File: config.mk
export PLATFORM = sky130hd
export DESIGN_NAME = sensor_conditioner
export DESIGN_NICKNAME = d
export VERILOG_FILES = /design/src/rtl/sensor_conditioner_pkg.sv /design/src/rtl/sensor_conditioner_pulse_window_counter.sv /design/src/rtl/sensor_conditioner.sv
export SDC_FILE = /design/constraint.sdc
export NUM_CORES = 1
export LEC_CHECK = 0
export CAP_MARGIN = 20
export CORE_ASPECT_RATIO = 0.9
export CORE_MARGIN = 2
export CORE_UTILIZATION = 40
export CTS_CLUSTER_DIAMETER = 60
export DETAILED_ROUTE_END_ITERATION = 16
export GPL_ROUTABILITY_DRIVEN = 0
export PLACE_DENSITY_LB_ADDON = 0.25
export SYNTH_ARGS = -nofsm -noshare
export SYNTH_HDL_FRONTEND = slang
export SYNTH_SLANG_ARGS = --single-unit
File: constraint.sdc
create_clock -name clk -period 4.4 [get_ports clk]
set_input_delay 1.32 -clock clk [delete_from_list [all_inputs] [get_ports clk]]
set_output_delay 1.32 -clock clk [all_outputs]
set_load 0.01 [all_outputs]
File: src/rtl/sensor_conditioner_pkg.sv
// Shared types and constants for the wheel-speed and range conditioning paths.
package sensor_conditioner_pkg;

  localparam int unsigned DEFAULT_WINDOW_CYCLES  = 1000;
  localparam int unsigned DEFAULT_TIMEOUT_CYCLES = 4000;

  // Moving-average depth and derived widths
  localparam int unsigned AVG_DEPTH  = 4;
  localparam int unsigned AVG_SHIFT  = $clog2(AVG_DEPTH);
  localparam int unsigned DIST_W     = 7;
  localparam int unsigned SPEED_W    = 8;
  localparam int unsigned SUM_W      = DIST_W + AVG_SHIFT;
  localparam int unsigned FILL_CNT_W = $clog2(AVG_DEPTH);

  typedef enum logic [1:0] {
    RANGE_FILL  = 2'd0,
    RANGE_RUN   = 2'd1,
    RANGE_FAULT = 2'd2
  } range_state_e;

  // Entry 0 holds the newest sample
  typedef logic [AVG_DEPTH-1:0][DIST_W-1:0] sample_buf_t;

  // Floor of the mean of all buffered samples, summed at full width
  function automatic logic [DIST_W-1:0] avg_of(input sample_buf_t samples_in);
    logic [SUM_W-1:0] sum;
    sum = '0;
    for (int unsigned i = 0; i < AVG_DEPTH; i++) begin
      sum = sum + SUM_W'(samples_in[i]);
    end
    return DIST_W'(sum >> AVG_SHIFT);
  endfunction

endpackage

File: src/rtl/sensor_conditioner_pulse_window_counter.sv
// Wheel tick counter: synchronizer, rising-edge detect, fixed window, saturating count.
module pulse_window_counter
  import sensor_conditioner_pkg::*;
#(
  parameter int unsigned WINDOW_CYCLES = DEFAULT_WINDOW_CYCLES
) (
  input  logic               clk,
  input  logic               rst,
  input  logic               wheel_pulse,
  output logic [SPEED_W-1:0] car_speed,
  output logic               speed_valid
);

  localparam int unsigned WIN_W = (WINDOW_CYCLES > 1) ? $clog2(WINDOW_CYCLES) : 1;
  localparam logic [WIN_W-1:0]   WIN_LAST = WIN_W'(WINDOW_CYCLES - 1);
  localparam logic [SPEED_W-1:0] TICK_MAX = '1;

  logic               sync_q1;
  logic               sync_q2;
  logic               pulse_prev;
  logic               tick_c;
  logic               win_last_c;
  logic [WIN_W-1:0]   win_cnt;
  logic [SPEED_W-1:0] tick_cnt;
  logic [SPEED_W-1:0] tick_cnt_inc_c;

  // Two-flop synchronizer plus the delayed copy used for edge detection
  always_ff @(posedge clk or posedge rst) begin
    if (rst) begin
      sync_q1    <= 1'b0;
      sync_q2    <= 1'b0;
      pulse_prev <= 1'b0;
    end else begin
      sync_q1    <= wheel_pulse;
      sync_q2    <= sync_q1;
      pulse_prev <= sync_q2;
    end
  end

  assign tick_c         = sync_q2 & ~pulse_prev;
  assign win_last_c     = (win_cnt == WIN_LAST);
  assign tick_cnt_inc_c = (tick_c && (tick_cnt != TICK_MAX)) ? tick_cnt + SPEED_W'(1) : tick_cnt;

  // Window counter and tick accumulator; the last window cycle publishes the count
  always_ff @(posedge clk or posedge rst) begin
    if (rst) begin
      win_cnt     <= '0;
      tick_cnt    <= '0;
      car_speed   <= '0;
      speed_valid <= 1'b0;
    end else begin
      speed_valid <= win_last_c;
      if (win_last_c) begin
        win_cnt   <= '0;
        tick_cnt  <= '0;
        car_speed <= tick_cnt_inc_c;
      end else begin
        win_cnt   <= win_cnt + WIN_W'(1);
        tick_cnt  <= tick_cnt_inc_c;
      end
    end
  end

endmodule

File: src/rtl/sensor_conditioner.sv
// Conditions the wheel tick sensor into a speed and the range sensor into a filtered distance.
module sensor_conditioner
  import sensor_conditioner_pkg::*;
#(
  parameter int unsigned WINDOW_CYCLES  = DEFAULT_WINDOW_CYCLES,
  parameter int unsigned TIMEOUT_CYCLES = DEFAULT_TIMEOUT_CYCLES
) (
  input  logic               clk,
  input  logic               rst,
  input  logic               wheel_pulse,
  input  logic               range_valid,
  input  logic [DIST_W-1:0]  range_data,
  output logic [SPEED_W-1:0] car_speed,
  output logic [DIST_W-1:0]  leading_distance,
  output logic               speed_valid,
  output logic               range_fault
);

  localparam int unsigned TO_W = (TIMEOUT_CYCLES > 1) ? $clog2(TIMEOUT_CYCLES) : 1;
  localparam logic [TO_W-1:0]       TO_LAST   = TO_W'(TIMEOUT_CYCLES - 1);
  localparam logic [FILL_CNT_W-1:0] FILL_LAST = FILL_CNT_W'(AVG_DEPTH - 1);

  range_state_e          state;
  range_state_e          state_d;
  sample_buf_t           samples;
  sample_buf_t           samples_d;
  logic [FILL_CNT_W-1:0] fill_cnt;
  logic [FILL_CNT_W-1:0] fill_cnt_d;
  logic [TO_W-1:0]       to_cnt;
  logic [TO_W-1:0]       to_cnt_d;
  logic                  expire_c;
  logic [DIST_W-1:0]     dist_d;
  logic                  fault_d;

  // Speed path runs on its own; nothing here can stall it
  pulse_window_counter #(
    .WINDOW_CYCLES (WINDOW_CYCLES)
  ) u_pulse_window_counter (
    .clk         (clk),
    .rst         (rst),
    .wheel_pulse (wheel_pulse),
    .car_speed   (car_speed),
    .speed_valid (speed_valid)
  );

  // A new sample always beats a coincident timeout
  assign expire_c = !range_valid && (to_cnt == TO_LAST);

  // Range FSM state register
  always_ff @(posedge clk or posedge rst) begin
    if (rst) begin
      state <= RANGE_FILL;
    end else begin
      state <= state_d;
    end
  end

  // Range FSM next-state logic
  always_comb begin
    state_d = state;
    case (state)
      RANGE_FILL: begin
        if (range_valid && (fill_cnt == FILL_LAST)) begin
          state_d = RANGE_RUN;
        end else if (expire_c) begin
          state_d = RANGE_FAULT;
        end
      end
      RANGE_RUN: begin
        if (expire_c) begin
          state_d = RANGE_FAULT;
        end
      end
      RANGE_FAULT: begin
        if (range_valid) begin
          state_d = RANGE_FILL;
        end
      end
      default: state_d = RANGE_FILL;
    endcase
  end

  // Sample buffer, fill count and silence counter updates
  always_comb begin
    samples_d  = samples;
    fill_cnt_d = fill_cnt;
    to_cnt_d   = to_cnt;
    if (state == RANGE_FAULT) begin
      samples_d  = '0;
      fill_cnt_d = '0;
      to_cnt_d   = '0;
      if (range_valid) begin
        samples_d[0] = range_data;
        fill_cnt_d   = FILL_CNT_W'(1);
      end
    end else if (range_valid) begin
      samples_d = {samples[AVG_DEPTH-2:0], range_data};
      to_cnt_d  = '0;
      if (fill_cnt != FILL_LAST) begin
        fill_cnt_d = fill_cnt + FILL_CNT_W'(1);
      end
    end else if (expire_c) begin
      samples_d  = '0;
      fill_cnt_d = '0;
      to_cnt_d   = '0;
    end else begin
      to_cnt_d = to_cnt + TO_W'(1);
    end
  end

  // Output decode from the upcoming state so the average lands one cycle after its sample
  always_comb begin
    dist_d  = '0;
    fault_d = 1'b0;
    case (state_d)
      RANGE_RUN:   dist_d  = avg_of(samples_d);
      RANGE_FAULT: fault_d = 1'b1;
      default: begin
        dist_d  = '0;
        fault_d = 1'b0;
      end
    endcase
  end

  // Range datapath and registered outputs
  always_ff @(posedge clk or posedge rst) begin
    if (rst) begin
      samples          <= '0;
      fill_cnt         <= '0;
      to_cnt           <= '0;
      leading_distance <= '0;
      range_fault      <= 1'b0;
    end else begin
      samples          <= samples_d;
      fill_cnt         <= fill_cnt_d;
      to_cnt           <= to_cnt_d;
      leading_distance <= dist_d;
      range_fault      <= fault_d;
    end
  end

endmodule

==> flow_metrics.py <==
metrics = {
    "global_routing": {
        "grt_overflow_total": 0,
        "vias_in_the_first_global_route": 2878,
        "grt_pass1_wl_um": 13800,
        "pin_count_of_the_biggest_net_entering_global_routing": 43,
        "overall_routing_resource_usage_pct": 16.3,
        "antenna_violations_before_repair": 0,
    },
    "worst_setup_path": {
        "critical-path-top-delay-family": "adder cells",
        "critical_path.slowest_cell": "fa_1",
        "critical_path_required_ns": 4.65,
        "critical_path.endpoint_type": "register",
        "timing.critical_path.from_type": "input pin",
        "worstSetupPathType": "in2reg",
        "critical_path.max_fanout": 10,
        "crit_path_cell_trace": "clkbuf_2, a311oi_4, buf_4, bufbuf_16, a22o_1, fa_1, inv_1, fa_1, inv_1, ha_1, and4_1, and2_1, a32oi_2, nor3b_2",
        "critical_path.max_stage_delay_ns": 0.53,
        "worstPathBufferInverterCount": 5,
        "crit_arrival_ns": 4.50,
    },
    "detailed_routing": {
        "post-route-drc-count": 0,
        "first_iter_violations": 112,
        "ant_nets": 0,
        "avgViaCountPerCell": 5.22,
        "route.vias.total": 2793,
        "detailedRoute.firstPassIterationCount": 4,
        "route.final.wire_length_um": 8010,
        "wire_per_inst_um": 15.0,
    },
    "yosys": {
        "synth_fp_nets": 394,
        "syn-mean-instance-area_um2": 11.3,
        "ys_async_sr_fraction_pct": 100,
        "synth_area_um2": 4060,
        "number_of_cells_produced_by_synthesis": 359,
        "ys_ff_latch": 82,
        "yosysWarnings": 0,
        "ys.flop_type": "dfrtp_1",
        "synth_cell_types": 54,
        "synth_sequential_area_ratio_pct": 50.5,
        "synth_enable_flop_cells": 0,
    },
    "die": {
        "initial_utilization_pct": 41.5,
        "dieArea_um2": 11000,
        "rows": 34,
        "fp.dieH_um": 99.6,
        "core_area_um2": 9780,
        "die_x_um": 110,
        "ios": 28,
    },
    "place": {
        "placed_cells": 515,
        "port-buffer-count": 27,
        "detailed_place.area_um2": 4590,
        "dp.final_hpwl_um": 5440,
        "detailedPlace.worstSlack_ns": -0.479,
    },
    "finish": {
        "finalNonFillerCells": 535,
        "final_core_util_pct": 50.4,
        "mostFrequentLayoutCell": "dfrtp_1",
        "finish.net_count": 439,
        "signed_area_change_from_the_synthesized_netlist_to_the_final_layout_pct": 21.3,
        "antenna_cells_inserted": 0,
        "share_of_layout_cells_above_drive_strength_1_pct": 13.7,
        "most_used_cells_in_the_layout_excluding_fill_and_tap_cells": "82 x dfrtp_1, 36 x nor2_1, 30 x inv_1",
        "postLayoutCellArea_um2": 4930,
    },
    "timing": {
        "period_minus_slack_ns": 4.24,
        "setup_viol_count_final": 0,
        "maxClockFrequency_mhz": 236,
        "maxSlewHeadroom_pct": 33.9,
        "rsz0062_at_grt": "no",
        "timing_max_transition_violations_final": 0,
        "fin_crit_sh_pct": 96.4,
        "finalClockSkew_ns": 0.00522,
        "tightestPinTransition_ns": 0.992,
        "final_number_of_hold_violating_endpoints": 0,
        "layout_setup_ws_ns": 0.156,
        "hold_ws_ns": 0.357,
        "setup_tns_ns": 0,
    },
    "clock_network": {
        "cts.sink_count": 82,
        "worstSkewPairLatency_ns": 0.34,
        "cts_tree": "built",
        "cts_root_buffer": "clkbuf_16",
        "cts_hold_buf": 0,
        "clk_pin_slew_worst_paths_ns": 0.06,
        "cts_max_level": 3,
        "maximum_buffer_depth_of_the_clock_tree": 2,
        "tritoncts.num_buffers": 9,
    },
    "run": {
        "cap_viol_max_count": 0,
    },
    "pwr": {
        "power_mw": 2.39,
        "internal_power_contribution_mw": 1.66,
        "power-per-cell-area_nw_per_um2": 485,
        "power.share.combinational_pct": 30.7,
        "sw_frac_of_total_pct": 30.7,
        "ir_worst_vdd_uv": 240,
        "seq_power_share_pct": 38.7,
        "pwr-share-clk_pct": 30.6,
        "p_leak_nw": 2.26,
        "p_switching_uw": 734,
    },
    "status": {
        "run_status": "completed",
    },
    "hold_path": {
        "holdCritPathClass": "reg2reg",
    },
}
-- cell usage after synthesis, types with 7 or more instances --
cell type,number,area share [%]
a22o_1,28,6.0
nand2_1,14,1.3
fa_1,14,6.9
dfrtp_1,82,50
a21oi_1,15,1.8
xor2_1,15,3.2
xnor2_1,7,1.5
inv_1,31,2.9
nand3_1,11,1.4
o211ai_1,7,1.3
ha_1,10,3.1
nor2_1,36,3.3
-- worst register-to-register path, stage by stage, from the launching register on --
cell and delay (ns):
dfrtp_1 0.39, ha_1 0.22, and4_4 0.31, a311oi_4 0.13, buf_4 0.18, bufbuf_16 0.27, a22o_1 0.26, fa_1 0.53
inv_1 0.06, fa_1 0.51, inv_1 0.05, ha_1 0.31, and4_1 0.23, and2_1 0.17, a32oi_2 0.23, nor3b_2 0.20
-- power by group through the flow --
stage / sequential (mW) / combinational (mW) / clock [mW]
after global routing: 0.938 / 0.826 / 0.780
after detailed placement: 0.937 / 0.716 / 0
after global placement: 0.936 / 0.699 / 0
final: 0.926 / 0.735 / 0.731
after floorplan: 0.936 / 0.447 / 0
after CTS: 0.926 / 0.729 / 0.751
-- per-layer routing --
| layer | track usage, % | up-vias | share of wire, % |
|---|---|---|---|
| li1 | - | 1351 | - |
| met3 | 4.06 | 9 | 2.7 |
| met1 | 21.7 | 1397 | 47 |
| met4 | 5.77 | 0 | 1.6 |
| met2 | 25.9 | 36 | 49 |
| met5 | 0 | - | 0 |
-- area by class of cell --
class | count | area [um^2]
fillers | 884 | 4850
flip-flops and latches | 82 | 2050
multi-input cells | 230 | 1820
repair buffers | 50 | 498
clock buffers | 9 | 225
well taps | 126 | 158
inverters | 31 | 118
clock inverters | 7 | 60.1
-- flip-flops by register name (all words and copies together) (netlist names) --
name / cells
fill_cnt: 2
leading_distance: 7
range_fault: 1
samples: 28
state: 2
to_cnt: 12
u_pulse_window_counter.car_speed: 8
u_pulse_window_counter.pulse_prev: 1
u_pulse_window_counter.speed_valid: 1
u_pulse_window_counter.sync_q1: 1
u_pulse_window_counter.sync_q2: 1
u_pulse_window_counter.tick_cnt: 8
u_pulse_window_counter.win_cnt: 10
-- worst paths after layout --
check / start / to / slack [ns] / depth (start not counted)
min reg2reg: u_pulse_window_counter.sync_q1 / u_pulse_window_counter.sync_q2 / 0.36 / 0
max reg2reg: to_cnt[0] / leading_distance[4] / 0.27 / 15
min in group asynchronous: rst / u_pulse_window_counter.win_cnt[9] / 1.42 / 2
min: u_pulse_window_counter.sync_q1 / u_pulse_window_counter.sync_q2 / 0.36 / 0
max: range_valid / leading_distance[4] / 0.16 / 14
max in group asynchronous: rst / samples[5] / 2.32 / 3
-- cell families after synthesis --
logic type               synth area share, %
AND/OR/NAND/NOR                         12.4
AO/OA/AOI/OAI                           16.1
flip-flops                              50.5
buffers and inverters                   5.26
adder cells (fa/ha/maj)                 9.98
XOR/XNOR                                4.74
multiplexers                            1.02
-- what timing repair did --
action                     in CTS  in global routing
pin swaps                       2                  3
gates resized for setup         2                  5
setup endpoints to repair       5                  4
buffers inserted                0                  3
gates cloned                    1                  0
No activity file was read; power rests on OpenSTA's default activity.
